<file path="config.mk">
export PLATFORM = sky130hd
export DESIGN_NAME = vga_timing
export DESIGN_NICKNAME = d
export VERILOG_FILES = /design/src/rtl/vga_timing.sv
export SDC_FILE = /design/constraint.sdc
export NUM_CORES = 1
export LEC_CHECK = 0
export CAP_MARGIN = 10
export CELL_PAD_IN_SITES_DETAIL_PLACEMENT = 2
export CELL_PAD_IN_SITES_GLOBAL_PLACEMENT = 2
export CORE_ASPECT_RATIO = 1.5
export CORE_MARGIN = 2
export CORE_UTILIZATION = 32
export DETAILED_ROUTE_END_ITERATION = 8
export HOLD_SLACK_MARGIN = 0.02
export PLACE_DENSITY_LB_ADDON = 0.1
export SLEW_MARGIN = 20
export SYNTH_ARGS = -nofsm -noshare
export SYNTH_HDL_FRONTEND = slang
export SYNTH_SLANG_ARGS = --single-unit
</file>
<file path="constraint.sdc">
create_clock -name pclk -period 4.6 [get_ports pclk]
set_input_delay 0.46 -clock pclk [delete_from_list [all_inputs] [get_ports pclk]]
set_output_delay 0.46 -clock pclk [all_outputs]
set_load 0.02 [all_outputs]
</file>
<file path="src/rtl/vga_timing.sv">
`default_nettype none
// ============================================================================
//  Module      : vga_timing
//  Description : Raster timing generator (default 1024x768@60 Hz XGA, 65 MHz
//                pclk). Produces registered counters, sync and blank flags.
//  Revision    : 1.0 - initial release
// ============================================================================
module vga_timing #(
   parameter int   H_ACTIVE = 1024,
   parameter int   H_FP     = 24,
   parameter int   H_SYNC   = 136,
   parameter int   H_BP     = 160,
   parameter int   V_ACTIVE = 768,
   parameter int   V_FP     = 3,
   parameter int   V_SYNC   = 6,
   parameter int   V_BP     = 29,
   parameter logic SYNC_POL = 1'b0
) (
   input  logic        pclk,
   input  logic        rst,
   output logic [10:0] hcount_out,
   output logic        hsync_out,
   output logic        hblnk_out,
   output logic [10:0] vcount_out,
   output logic        vsync_out,
   output logic        vblnk_out,
   output logic        frame_start
);

   localparam int H_TOTAL = H_ACTIVE + H_FP + H_SYNC + H_BP;
   localparam int V_TOTAL = V_ACTIVE + V_FP + V_SYNC + V_BP;

   localparam logic [10:0] H_LAST        = 11'(H_TOTAL - 1);
   localparam logic [10:0] H_BLANK_START = 11'(H_ACTIVE);
   localparam logic [10:0] H_SYNC_START  = 11'(H_ACTIVE + H_FP);
   localparam logic [10:0] H_SYNC_END    = 11'(H_ACTIVE + H_FP + H_SYNC - 1);

   localparam logic [10:0] V_LAST        = 11'(V_TOTAL - 1);
   localparam logic [10:0] V_BLANK_START = 11'(V_ACTIVE);
   localparam logic [10:0] V_SYNC_START  = 11'(V_ACTIVE + V_FP);
   localparam logic [10:0] V_SYNC_END    = 11'(V_ACTIVE + V_FP + V_SYNC - 1);

   logic        h_wrap;
   logic        v_wrap;
   logic [10:0] hcount_next;
   logic [10:0] vcount_next;
   logic        hsync_next;
   logic        hblnk_next;
   logic        vsync_next;
   logic        vblnk_next;
   logic        frame_start_next;

   // Flags are decoded from the next counter values so that, once registered,
   // they line up with the counters on the same cycle.
   always_comb begin
      // >= keeps the counters bounded even if they were ever out of range
      h_wrap = (hcount_out >= H_LAST);
      v_wrap = (vcount_out >= V_LAST);

      hcount_next = h_wrap ? 11'd0 : hcount_out + 11'd1;

      vcount_next = vcount_out;
      if (h_wrap) begin
         vcount_next = v_wrap ? 11'd0 : vcount_out + 11'd1;
      end

      hblnk_next = (hcount_next >= H_BLANK_START);
      vblnk_next = (vcount_next >= V_BLANK_START);

      hsync_next = ((hcount_next >= H_SYNC_START) && (hcount_next <= H_SYNC_END))
                   ? SYNC_POL : ~SYNC_POL;
      vsync_next = ((vcount_next >= V_SYNC_START) && (vcount_next <= V_SYNC_END))
                   ? SYNC_POL : ~SYNC_POL;

      // Only a genuine end-of-frame wrap marks a frame start
      frame_start_next = h_wrap && v_wrap;
   end

   always_ff @(posedge pclk) begin
      if (rst) begin
         hcount_out  <= 11'd0;
         vcount_out  <= 11'd0;
         hblnk_out   <= 1'b0;
         vblnk_out   <= 1'b0;
         hsync_out   <= ~SYNC_POL;
         vsync_out   <= ~SYNC_POL;
         frame_start <= 1'b0;
      end else begin
         hcount_out  <= hcount_next;
         vcount_out  <= vcount_next;
         hblnk_out   <= hblnk_next;
         vblnk_out   <= vblnk_next;
         hsync_out   <= hsync_next;
         vsync_out   <= vsync_next;
         frame_start <= frame_start_next;
      end
   end

endmodule
`default_nettype wire
</file>
Word level (Yosys, flattened, before mapping). Cells that the tools add are included. W data, S select, Z words.

Input port bits: 2. Bits in registers: 27. Logic and storage cells: 25. Output and inout bits: 27.

Reduce and logical (&&, ||, !) cells: 3. Order comparisons: 8. Muxes and demuxes: 5. $add $sub $neg: 2.

Operators with widths (number): $ge A11 B10 Y1 const B (3); $ge A11 B11 Y1 const B (3); $mux W11 (3); $add A11 B1 Y11 const B (2); $le A11 B10 Y1 const B (1); $le A11 B11 Y1 const B (1); $logic_and A1 B1 Y1 (3); $mux W1 (2).

Logic depth before layout (Yosys ltp). Gate-level depths: netlist of the first run.

Depth in word-level cells: 6. Depth in mapped cells: 10. Depth with buffers taken out: 9.

Worst setup path after synthesis of the first run. Ideal clock, no wire load.

Kind: register to register. From: register vcount_out[1]. To: register vsync_out. Data required time: 4.466 ns. Setup time: 0.134 ns. Path slack: 2.131 ns. Period minus slack after synthesis: 2.469 ns. Data arrival time: 2.335 ns. Stages on the path, launching flop included: 11. Buffers on the path: 1. Cells stage by stage: dfxtp_1 -> inv_1 -> ha_1 -> o31ai_2 -> a31oi_1 -> or2_1 -> buf_6 -> or4b_1 -> a21oi_2 -> nor3b_2 -> nand4_1.

Cells in the longest elaborated chain, start to end: 6. Elaborated cells on any way between the ends: 8. Classes of those cells: add/sub (1); order compare (3); mux (3); reduce/logical (1).

Ends and longest elaborated chain: start: declaration (RTL line 24) `output logic [10:0] vcount_out,`; start signal: assignment (RTL line 90) `vcount_out <= vcount_next;`; $add A11 B1 Y11 or $ge A11 B10 Y1 (tied branches) (RTL line 64, 58); $mux W11 (RTL line 64) `vcount_next = v_wrap ? 11'd0 : vcount_out + 11'd1;`; $mux W11 * (RTL line 63) `if (h_wrap) begin`; $ge A11 B10 Y1 or $le A11 B10 Y1 (tied branches) (RTL line 72) `vsync_next = ((vcount_next >= V_SYNC_START) && (vcount_next <= V_SYNC_END))`; $logic_and A1 B1 Y1 * (RTL line 72); $mux W1 * (RTL line 73) `? SYNC_POL : ~SYNC_POL;`; end signal: assignment (RTL line 86) `vsync_out <= ~SYNC_POL;`; end signal: assignment (RTL line 94) `vsync_out <= vsync_next;`; end: declaration (RTL line 25) `output logic vsync_out,`.

Every way passes the cells marked *; elsewhere a longest branch is shown, timed or not. A chain may end at the register's enable or synchronous reset.

Final worst setup path of the first run.
From: register hcount_out[0]. To: register vsync_out.

Cells in the longest elaborated chain, start to end: 5. Elaborated cells on any way between the ends: 6. Classes of those cells: order compare (3); mux (2); reduce/logical (1).

Ends and longest elaborated chain: start: declaration (RTL line 21) `output logic [10:0] hcount_out,`; start signal: assignment (RTL line 89) `hcount_out <= hcount_next;`; $ge A11 B11 Y1 * (RTL line 57) `h_wrap = (hcount_out >= H_LAST);`; $mux W11 * (RTL line 63); $ge A11 B10 Y1 or $le A11 B10 Y1 (tied branches) (RTL line 72); $logic_and A1 B1 Y1 * (RTL line 72); $mux W1 * (RTL line 73).

Marks and branches as above.

==> qor.csv, run 1 <==
stage,metric,value,unit
power_and_ir_drop,share of power burned in registers,59.1,%
cells_and_area,"Design Area, Final",1834,um^2
worst_setup_path,Crit Reg-Reg Endpoint,vsync_out,
cells_and_area,n_diodes,0,
worst_setup_path,Critical Path Source Type,flop,
synth,"Seq/Total Area, Yosys",35.38,%
cells_and_area,Area growth syn-to-layout,20.07,%
detailed_routing,DRC,0,
place,Placed Area,1785,um^2
place,DP Worst Slack,1525,ps
worst_setup_path,CP endpoint kind,flop,
synth,largest cells by area after synthesis,"dfxtp_1 35%, nor2_1 7.1%, xnor2_1 5.7%, a21oi_1 3.6%, nand3_1 3.6%",
worst_setup_path,CP max FO,24,
detailed_routing,vias per cell,5.398,
place,dpl hpwl,3437,um
sta,Final Hold Fails,0,
cts,clock latency on the worst-skew pair,280,ps
worst_setup_path,R2R Path Start,hcount_out[0],
cells_and_area,layout cells sized above 1,5.366,%
detailed_routing,vias,1452,
floorplanning,num ports,29,
global_routing,first-pass GRT wire length,7272,um
global_routing,overall routing resource usage,18.18,%
floorplanning,Die ar.,5354,um^2
cts,root buffer cell,clkbuf_8,
worst_setup_path,Setup CP Type,reg -> reg,
synth,"area leader, netlist",dfxtp_1,
detailed_routing,Detail Route Antenna Nets,0,
sta,Worst-Margin Slew,791.5,ps
detailed_routing,Post-Route WL,4448,um
min_path,WHS Endpoint,hcount_out[0],
power_and_ir_drop,PwrDens,224.4,nW/um^2
place,GP Congestion,0.8111,
worst_setup_path,Critical Path RT,4750,ps
synth,Yosys top cell area share,35.38,%
worst_setup_path,register-to-register setup slack,1520,ps
worst_setup_path,WP data arrival,3230,ps
floorplanning,die width,60.42,um
global_routing,initial antenna violation count,0,
power_and_ir_drop,Logic pwr share,6.3,%
sta,worst setup margin,1523,ps
worst_setup_path,"delay-heaviest family, CP",simple AND/OR/NAND/NOR gates,
min_path,HP Start,hcount_out[0],
cts,clock-pin slew on the worst setup and hold paths,100,ps
synth,Synth warnings,0,
floorplanning,die height,88.63,um
worst_setup_path,Crit path buffers/inverters,0,
cts,CTS H-Tree Depth,1,
synth,Yosys reg bits,27,
sta,count of final setup violators,0,
detailed_routing,first-iteration detailed-routing DRC count,19,
cells_and_area,nets,211,
cts,hold buffer count at cts,0,
synth,Syn Nets,191,
detailed_routing,DRT Pass-1 Iters,4,
sta,min Tclk post-route,3077,ps
global_routing,GRT overflow,0,
flow_run,Max-Cap Viols,0,
sta,"Slew Viols, Final",0,
power_and_ir_drop,Clk pwr share,34.6,%
cts,CTS tree,built,
power_and_ir_drop,sw frac,24.86,%
floorplanning,Std-Cell Rows,30,
cts,CTS-repair resized insts,0,
power_and_ir_drop,internal power,0.0003093,W
sta,Tcrit/Tclk final,66.89,%
synth,"Distinct cells, synth",48,
min_path,Hold Path Stages,1,
global_routing,vias in the first global route,1482,
floorplanning,core area,4542,um^2
synth,Synth Flop Type,dfxtp_1,
worst_setup_path,critical path's slowest cell,or4b_1,
sta,unrepaired setup endpoints after global routing,false,
power_and_ir_drop,PnR Total Power,0.0004116,W
synth,"EDFF count, synth",0,
cts,cts bufs inserted,3,
sta,minimum hold slack,545.9,ps
synth,"Cell Area, Synth",1528,um^2
worst_setup_path,CP Cell Sequence,ha_1 > a21oi_1 > o21ai_0 > nand2_1 > or4b_1 > a21oi_2 > nor3b_2 > nand4_1,
status,status,finished clean,
synth,post-synthesis async set-or-reset flop share,0,%
power_and_ir_drop,Peak VDD IR,0.1030,mV
sta,setup TNS after final layout,0,ps
worst_setup_path,Reg2Reg Depth,8,
worst_setup_path,"Largest stage delay, worst path",700,ps
global_routing,largest net degree at the start of global routing,25,
min_path,Worst Hold Class,reg -> reg,
power_and_ir_drop,P_sw,0.0001023,W
cts,clock tree sinks,27,
cts,Longest Clk Path Bufs,2,
sta,Max-slew headroom,47.11,%
sta,Fmax,0.3250,GHz
sta,Worst Skew,6.111,ps
power_and_ir_drop,leakage power,0.5853,nW
cts,post-CTS setup buffers,0,
synth,Syn Inst Count,186,
floorplanning,Initial Util,33.64,%
synth,"Avg Cell Area, Syn",8.214,um^2
place,Buffers on Ports,28,
detailed_routing,WL per Instance,16.54,um
==> per-layer routing <==
metal / up-vias / wire, um / track usage (%) / share of wire [%]
met1: 720 / 1741 / 19.01 / 39
met4: 0 / 134 / 7.510 / 3.0
li1: 701 / - / - / -
met5: - / 0 / 0 / 0
met3: 9 / 97 / 2.924 / 2.2
met2: 22 / 2474 / 34.68 / 56
==> worst reg2reg max path, delay by kind of cell (launching register included) <==
family | cells | cell delay (ps)
AO/OA/AOI/OAI | 3 | 510
adder cells (fa/ha/maj) | 1 | 350
flip-flops | 1 | 480
AND/OR/NAND/NOR | 4 | 1600
==> cell families (layout without fill, tap and decap cells) <==
family,count (synthesis),in the layout,synth area share (%)
xor gates and xnor gates,14,14,8.026
adders and majority gates,3,3,2.457
muxes,3,3,2.048
buffers and inverters,17,36,7.698
AOI/OAI and AO/OA,42,42,18.35
DFF,27,27,35.38
and+or+nand+nor,80,80,26.04
==> cell type report <==
class,count,area [um^2]
fill,532,2708
multi-input combinational,142,869.6
inverter,4,15.01
clock inverter,1,7.507
tap,64,80.08
clock buffer,3,41.29
sequential,27,540.5
timing repair buffer,28,280.3
==> power groups by stage <==
stage / clock network [W] / logic, W / registers [W]
2_1_floorplan: 0 / 0.0000137 / 0.000250
3_3_place_gp: 0 / 0.0000255 / 0.000248
3_5_place_dp: 0 / 0.0000261 / 0.000249
4_1_cts: 0.000152 / 0.0000263 / 0.000244
5_1_grt: 0.000161 / 0.0000285 / 0.000245
6_report: 0.000142 / 0.0000257 / 0.000243
==> cell usage in the layout (no fill, tap or decap), types with 2 or more instances in the layout <==
cell	instances
and3_1	2
nor3_1	6
clkbuf_8	3
nor4_1	2
nand4_1	5
ha_1	3
a211oi_1	3
or2_1	2
nand2_1	12
o21a_1	2
a21oi_1	11
o311ai_0	2
nor2_1	29
xor2_1	4
clkdlybuf4s50_1	28
inv_1	4
dfxtp_1	27
mux2i_1	2
nand3_1	11
o21ai_0	9
xnor2_1	10
and4_1	2
a31oi_1	2
==> through the flow <==
step / instances / util, %
after floorplan: 186 / -
after global placement: 265 / 39.31
after detailed placement: 265 / 39.31
after CTS: 269 / 40.39
after global routing: 269 / 40.39
final: 269 / 40.39
==> state kept, by name, summed over array words and instances (netlist names) <==
name,flops
frame_start,1
vcount_out,11
vblnk_out,1
hcount_out,11
vsync_out,1
hblnk_out,1
hsync_out,1
==> cells in the mapped netlist, drive strengths merged, types with 3 or more instances <==
library cell / count
nand4: 5
xnor2: 10
nand3: 11
dfxtp: 27
o21ai: 9
a21oi: 12
clkbuf: 6
inv: 4
xor2: 4
and3: 3
o311ai: 3
ha: 3
nand2: 12
nor2: 29
nor3: 6
a211oi: 3
buf: 7
==> worst max-delay path by stage <==
stage	start	end	slack [ps]	depth (start not counted)
final	hcount_out[0]	vsync_out	1520	8
after CTS	hcount_out[0]	vsync_out	1510	8
after floorplan	vcount_out[1]	vsync_out	2130	10
after global placement	hcount_out[0]	vsync_out	1760	8
after global routing	hcount_out[0]	vsync_out	1110	8
after detailed placement	hcount_out[0]	vsync_out	1530	8
Power figures use the tool's default switching activity.
==> run 2, diff against run 1 <==
CORE_UTILIZATION = 30   (was 32)
clock period = 2.97 ns   (was 4.6 ns; I/O delays follow)
==> run 2 against run 1 <==
Compared with the run above:
- global-route usage is 0.061 points lower
- sequential power is 55% higher
- sequential share of layout area down 0.86 points
- worst setup slack lost 1200 ps
- non-clock buffer count is 7 higher
- cell area grew 3.0%
- power increased by 56%
- via count grew 1.6%
- first-iteration DRC count is 110% higher
- fmax up 17%
- routed wire length is 2.6% higher
- clock power up 58%
- critical path type unchanged
- critical endpoint unchanged
==> qor.csv, run 2 (synthesis gave the netlist of run 1 again) <==
stage,metric,value,unit,change
sta,Worst Skew,3.791,ps,-2.320 ps
worst_setup_path,Reg2Reg Depth,9,,+1
power_and_ir_drop,leakage power,0.6183,nW,+5.6%
place,GP Congestion,0.8079,,-0.39%
cts,Longest Clk Path Bufs,2,,unchanged
worst_setup_path,WP data arrival,2790,ps,-440 ps
sta,unrepaired setup endpoints after global routing,false,,
min_path,Hold Path Stages,1,,unchanged
sta,count of final setup violators,0,,unchanged
detailed_routing,DRC,0,,unchanged
detailed_routing,Detail Route Antenna Nets,0,,unchanged
global_routing,GRT overflow,0,,unchanged
sta,Fmax,0.3796,GHz,+17%
global_routing,vias in the first global route,1693,,+14%
floorplanning,Die ar.,5691,um^2,+6.3%
floorplanning,core area,4887,um^2,+7.6%
global_routing,initial antenna violation count,0,,unchanged
cts,cts bufs inserted,3,,unchanged
worst_setup_path,"Largest stage delay, worst path",520,ps,-180 ps
worst_setup_path,Crit path buffers/inverters,1,,+1
place,dpl hpwl,3599,um,+4.7%
worst_setup_path,CP max FO,9,,-63%
detailed_routing,first-iteration detailed-routing DRC count,39,,+20
global_routing,largest net degree at the start of global routing,17,,-32%
cts,clock latency on the worst-skew pair,280,ps,about the same
detailed_routing,DRT Pass-1 Iters,4,,unchanged
detailed_routing,WL per Instance,16.41,um,-0.74%
cells_and_area,n_diodes,0,,unchanged
cells_and_area,"commonest non-fill, non-tap cells in the layout","29 x nor2_1, 28 x clkdlybuf4s50_1, 27 x dfxtp_1, 12 x nand2_1",,
worst_setup_path,CP endpoint kind,flop,,
cts,clock tree sinks,27,,unchanged
global_routing,first-pass GRT wire length,8286,um,+14%
min_path,HP Start,hcount_out[0],,
detailed_routing,vias,1475,,+1.6%
min_path,WHS Endpoint,hcount_out[0],,
sta,min Tclk post-route,2634,ps,-442.7 ps
cts,CTS-repair resized insts,0,,unchanged
worst_setup_path,R2R Path Start,vcount_out[1],,
flow_run,Max-Cap Viols,0,,unchanged
floorplanning,die width,62.27,um,+3.1%
cts,CTS tree,built,,
global_routing,overall routing resource usage,18.12,%,-0.061 points
power_and_ir_drop,PwrDens,339.9,nW/um^2,+51%
cells_and_area,layout cells sized above 1,8.491,%,+3.1 points
sta,"Slew Viols, Final",0,,unchanged
cts,clock-pin slew on the worst setup and hold paths,100,ps,about the same
floorplanning,num ports,29,,unchanged
cells_and_area,"commonest non-fill, non-tap cell in the layout",nor2_1,,
status,status,finished clean,,
sta,minimum hold slack,545.3,ps,-0.6740 ps
worst_setup_path,Critical Path RT,3130,ps,-1620 ps
worst_setup_path,register-to-register setup slack,340,ps,-1190 ps
floorplanning,die height,91.40,um,+3.1%
detailed_routing,Post-Route WL,4563,um,+2.6%
floorplanning,Initial Util,31.26,%,-2.4 points
cells_and_area,nets,218,,+3.3%
cts,post-CTS setup buffers,0,,unchanged
place,Buffers on Ports,28,,unchanged
cts,root buffer cell,clkbuf_8,,
min_path,Worst Hold Class,reg -> reg,,
worst_setup_path,Crit Reg-Reg Endpoint,vsync_out,,
cells_and_area,Area growth syn-to-layout,23.67,%,
power_and_ir_drop,Peak VDD IR,0.1984,mV,+93%
floorplanning,Std-Cell Rows,31,,+3.3%
sta,Tcrit/Tclk final,88.70,%,+22 points
worst_setup_path,CP startpoint,vcount_out[1],,
cells_and_area,registers with the most flip-flops,"hcount_out x11, vcount_out x11",,
sta,Max-slew headroom,67.31,%,+20 points
worst_setup_path,CP Cell Sequence,inv_1 > ha_1 > o31ai_2 > a31oi_1 > or2_1 > or4b_1 > a21oi_2 > nor3b_2 > nand4_1,,
cts,CTS H-Tree Depth,1,,unchanged
cts,hold buffer count at cts,0,,unchanged
worst_setup_path,"delay-heaviest family, CP",simple AND/OR/NAND/NOR gates,,
worst_setup_path,Critical Path Source Type,flop,,
sta,Worst-Margin Slew,490.4,ps,-301.1 ps
worst_setup_path,critical path's slowest cell,or4b_1,,
sta,Final Hold Fails,0,,unchanged
sta,setup TNS after final layout,0,ps,unchanged
worst_setup_path,Setup CP Type,reg -> reg,,
detailed_routing,vias per cell,5.306,,-1.7%
-- run 2: changes by cell type in the layout (fill, tap and decap cells not counted), sizes merged --
| cell | before | now |
|---|---|---|
| buf | 0 | 7 |
-- run 2: stage by stage --
stage	total power (W)	utilization [%]	instances	area, um^2	worst slack (ps)
2_1_floorplan	0.0004085	-	186	1528	500.6
3_3_place_gp	0.0004255	37.66	274	1841	536.0
3_5_place_dp	0.0004269	37.66	274	1841	337.2
4_1_cts	0.0006570	38.66	278	1889	326.2
5_1_grt	0.0006810	38.66	278	1889	112.1
6_report	0.0006422	38.66	278	1889	335.6
-- run 2: layout make-up --
class                           count  area, um^2
Fill cell                         596        2998
Multi-Input combinational cell    142       869.6
Sequential cell                    27       540.5
Timing Repair Buffer               35       332.8
Tap cell                           66       82.58
Clock buffer                        3       41.29
Inverter                            4       15.01
Clock inverter                      1       7.507
-- run 2: metal layers --
layer	global-route usage, %	part of all wire [%]	vias to the layer above	wire length, um
li1	-	-	718	-
met1	19.12	39	730	1794
met2	35.78	58	21	2637
met3	1.611	1.3	6	60
met4	7.778	1.5	0	70
met5	0	0	-	0
-- run 2: report_power, final --
part           leakage (nW)  switching, W  internal, W   total, W
Clock                0.0217      0.000129    0.0000956   0.000225
Sequential            0.218     0.0000106     0.000367   0.000377
Combinational         0.378     0.0000217    0.0000187  0.0000404
-- run 2: worst max path at each step --
stage                     depth (start not counted)         to  slack, ps
after floorplan                                  10  vsync_out        500
after global placement                            9  vsync_out        540
after detailed placement                          9  vsync_out        340
after CTS                                         9  vsync_out        330
after global routing                              9  vsync_out        110
final                                             9  vsync_out        340
==> run 3, diff against run 2 <==
CTS_CLUSTER_DIAMETER = 50   (was unset)
GPL_TIMING_DRIVEN = 0   (was unset)
==> run 3 against run 2 <==
Compared with the run above:
- via count is 1.4% higher
- die area unchanged
- worst hold slack got worse by 330 ps
- power shrank 0.12%
- routed wire length rose by 2.0%
- critical endpoint unchanged
==> qor.csv, run 3 (synthesis gave the netlist of run 1 again) <==
stage,metric,value,unit,change
status,status,finished clean,,
place,dpl hpwl,3665,um,+1.8%
sta,Max-slew headroom,65.50,%,-1.8 points
cts,clock-pin slew on the worst setup and hold paths,110,ps,about the same
worst_setup_path,Critical Path Source Type,flop,,
cts,CTS H-Tree Depth,1,,unchanged
detailed_routing,first-iteration detailed-routing DRC count,78,,+100%
sta,Worst-Margin Slew,513.5,ps,+23.19 ps
sta,unrepaired setup endpoints after global routing,false,,
cts,CTS tree,built,,
worst_setup_path,CP endpoint kind,flop,,
floorplanning,Die ar.,5691,um^2,unchanged
floorplanning,core area,4887,um^2,unchanged
global_routing,overall routing resource usage,17.89,%,-0.23 points
detailed_routing,Post-Route WL,4652,um,+2.0%
place,GP Congestion,0.8210,,+1.6%
cells_and_area,Finished Layout Cells,282,,+1.4%
worst_setup_path,CP max FO,9,,unchanged
cells_and_area,Area growth syn-to-layout,26.54,%,
detailed_routing,DRT Pass-1 Iters,4,,unchanged
detailed_routing,highest routed layer,met4,,
sta,count of final setup violators,0,,unchanged
global_routing,initial antenna violation count,0,,unchanged
cts,post-CTS setup buffers,0,,unchanged
cts,CTS-repair resized insts,0,,unchanged
place,Buffers on Ports,27,,-3.6%
power_and_ir_drop,PwrDens,331.8,nW/um^2,-2.4%
min_path,Worst Hold Class,in -> reg,,
sta,minimum hold slack,216.5,ps,-328.7 ps
floorplanning,die width,62.27,um,unchanged
power_and_ir_drop,leakage power,0.6432,nW,+4.0%
sta,Fmax,0.3696,GHz,-2.6%
detailed_routing,met3 WL,105,um,+75%
detailed_routing,vias per cell,5.301,,about the same
detailed_routing,met2 routed WL,2731,um,+3.6%
cts,cts bufs inserted,3,,unchanged
power_and_ir_drop,Peak VDD IR,0.1938,mV,-2.3%
global_routing,GRT overflow,0,,unchanged
worst_setup_path,Setup CP Type,reg -> reg,,
cts,Longest Clk Path Bufs,2,,unchanged
floorplanning,Std-Cell Rows,31,,unchanged
flow_run,Max-Cap Viols,0,,unchanged
floorplanning,die height,91.40,um,unchanged
floorplanning,num ports,29,,unchanged
cells_and_area,registers with the most flip-flops,"hcount_out x11, vcount_out x11",,
sta,setup TNS after final layout,0,ps,unchanged
min_path,HP Start,rst,,
cells_and_area,"commonest non-fill, non-tap cell in the layout",nor2_1,,
cts,hold buffer count at cts,0,,unchanged
global_routing,vias in the first global route,1691,,-0.12%
power_and_ir_drop,PnR Total Power,0.0006414,W,-0.12%
cells_and_area,n_diodes,0,,unchanged
cells_and_area,nets,222,,+1.8%
cts,clock latency on the worst-skew pair,280,ps,about the same
global_routing,first-pass GRT wire length,8266,um,-0.24%
worst_setup_path,register-to-register setup slack,260,ps,-70 ps
detailed_routing,Detail Route Antenna Nets,0,,unchanged
detailed_routing,vias,1495,,+1.4%
worst_setup_path,Critical Path RT,3130,ps,about the same
sta,min Tclk post-route,2706,ps,+71.16 ps
cts,root buffer cell,clkbuf_8,,
cts,clock tree sinks,27,,unchanged
cells_and_area,layout cells sized above 1,10.65,%,+2.2 points
sta,Tcrit/Tclk final,91.10,%,+2.4 points
detailed_routing,DRC,0,,unchanged
sta,"Slew Viols, Final",0,,unchanged
place,Post-Place Cells,279,,+1.8%
detailed_routing,routed metal-1 wire length,1721,um,-4.1%
worst_setup_path,WP data arrival,2870,ps,+80 ps
floorplanning,Initial Util,31.26,%,unchanged
sta,Final Hold Fails,0,,unchanged
detailed_routing,WL per Instance,16.50,um,+0.50%
worst_setup_path,R2R Path Start,vcount_out[1],,
cells_and_area,"commonest non-fill, non-tap cells in the layout","29 x nor2_1, 27 x clkdlybuf4s50_1, 26 x dfxtp_1, 12 x nand2_1",,
sta,Worst Skew,11.74,ps,+7.953 ps
worst_setup_path,CP startpoint,vcount_out[1],,
global_routing,largest net degree at the start of global routing,17,,unchanged
## run 3: changes by cell type in the layout (fill, tap and decap cells not counted), sizes merged
cell           change
clkbuf             +5
clkdlybuf4s50      -1
## run 3: critical path, cell delays in order, from the launching register on
cell and delay (ps):
dfxtp_1 510, inv_1 80, ha_1 190, o31ai_2 260, a31oi_1 160, or2_1 240
buf_6 140, or4b_1 480, a21oi_2 140, nor3b_2 260, nand4_1 130
## run 3: worst paths after layout
path	end	cells past startpoint
min	vcount_out[8]	2
max reg2reg	vsync_out	10
min reg2reg	hcount_out[0]	1
max	vsync_out	10
## run 3: per-layer routing
metal,vias up,global-route usage (%)
met3,10,2.107
met2,27,36.23
met5,-,0
met4,0,5.000
met1,736,18.89
li1,722,-
## run 3: power breakdown
group	leakage, nW	internal [W]	switching [W]
logic	0.403	0.0000187	0.0000247
clock network	0.0217	0.0000955	0.000126
registers	0.218	0.000367	0.00000917
total	0.643	0.000481	0.000160
## run 3: layout make-up
type,instances,area (um^2)
fillers,601,2954
multi-input cells,142,874.6
flip-flops and latches,27,541.8
repair buffers,27,270.3
plain buffers,12,100.1
well taps,66,82.58
clock buffers,3,41.29
inverters,4,15.01
clock inverters,1,7.507
## run 3: per-stage QoR
| stage | setup slack (ps) | instance area (um^2) | util [%] |
|---|---|---|---|
| 2_1_floorplan | 500.6 | 1528 | - |
| 3_3_place_gp | 219.9 | 1881 | 38.48 |
| 3_5_place_dp | 63.29 | 1881 | 38.48 |
| 4_1_cts | 51.35 | 1929 | 39.48 |
| 5_1_grt | 68.61 | 1933 | 39.55 |
| 6_report | 264.4 | 1933 | 39.55 |
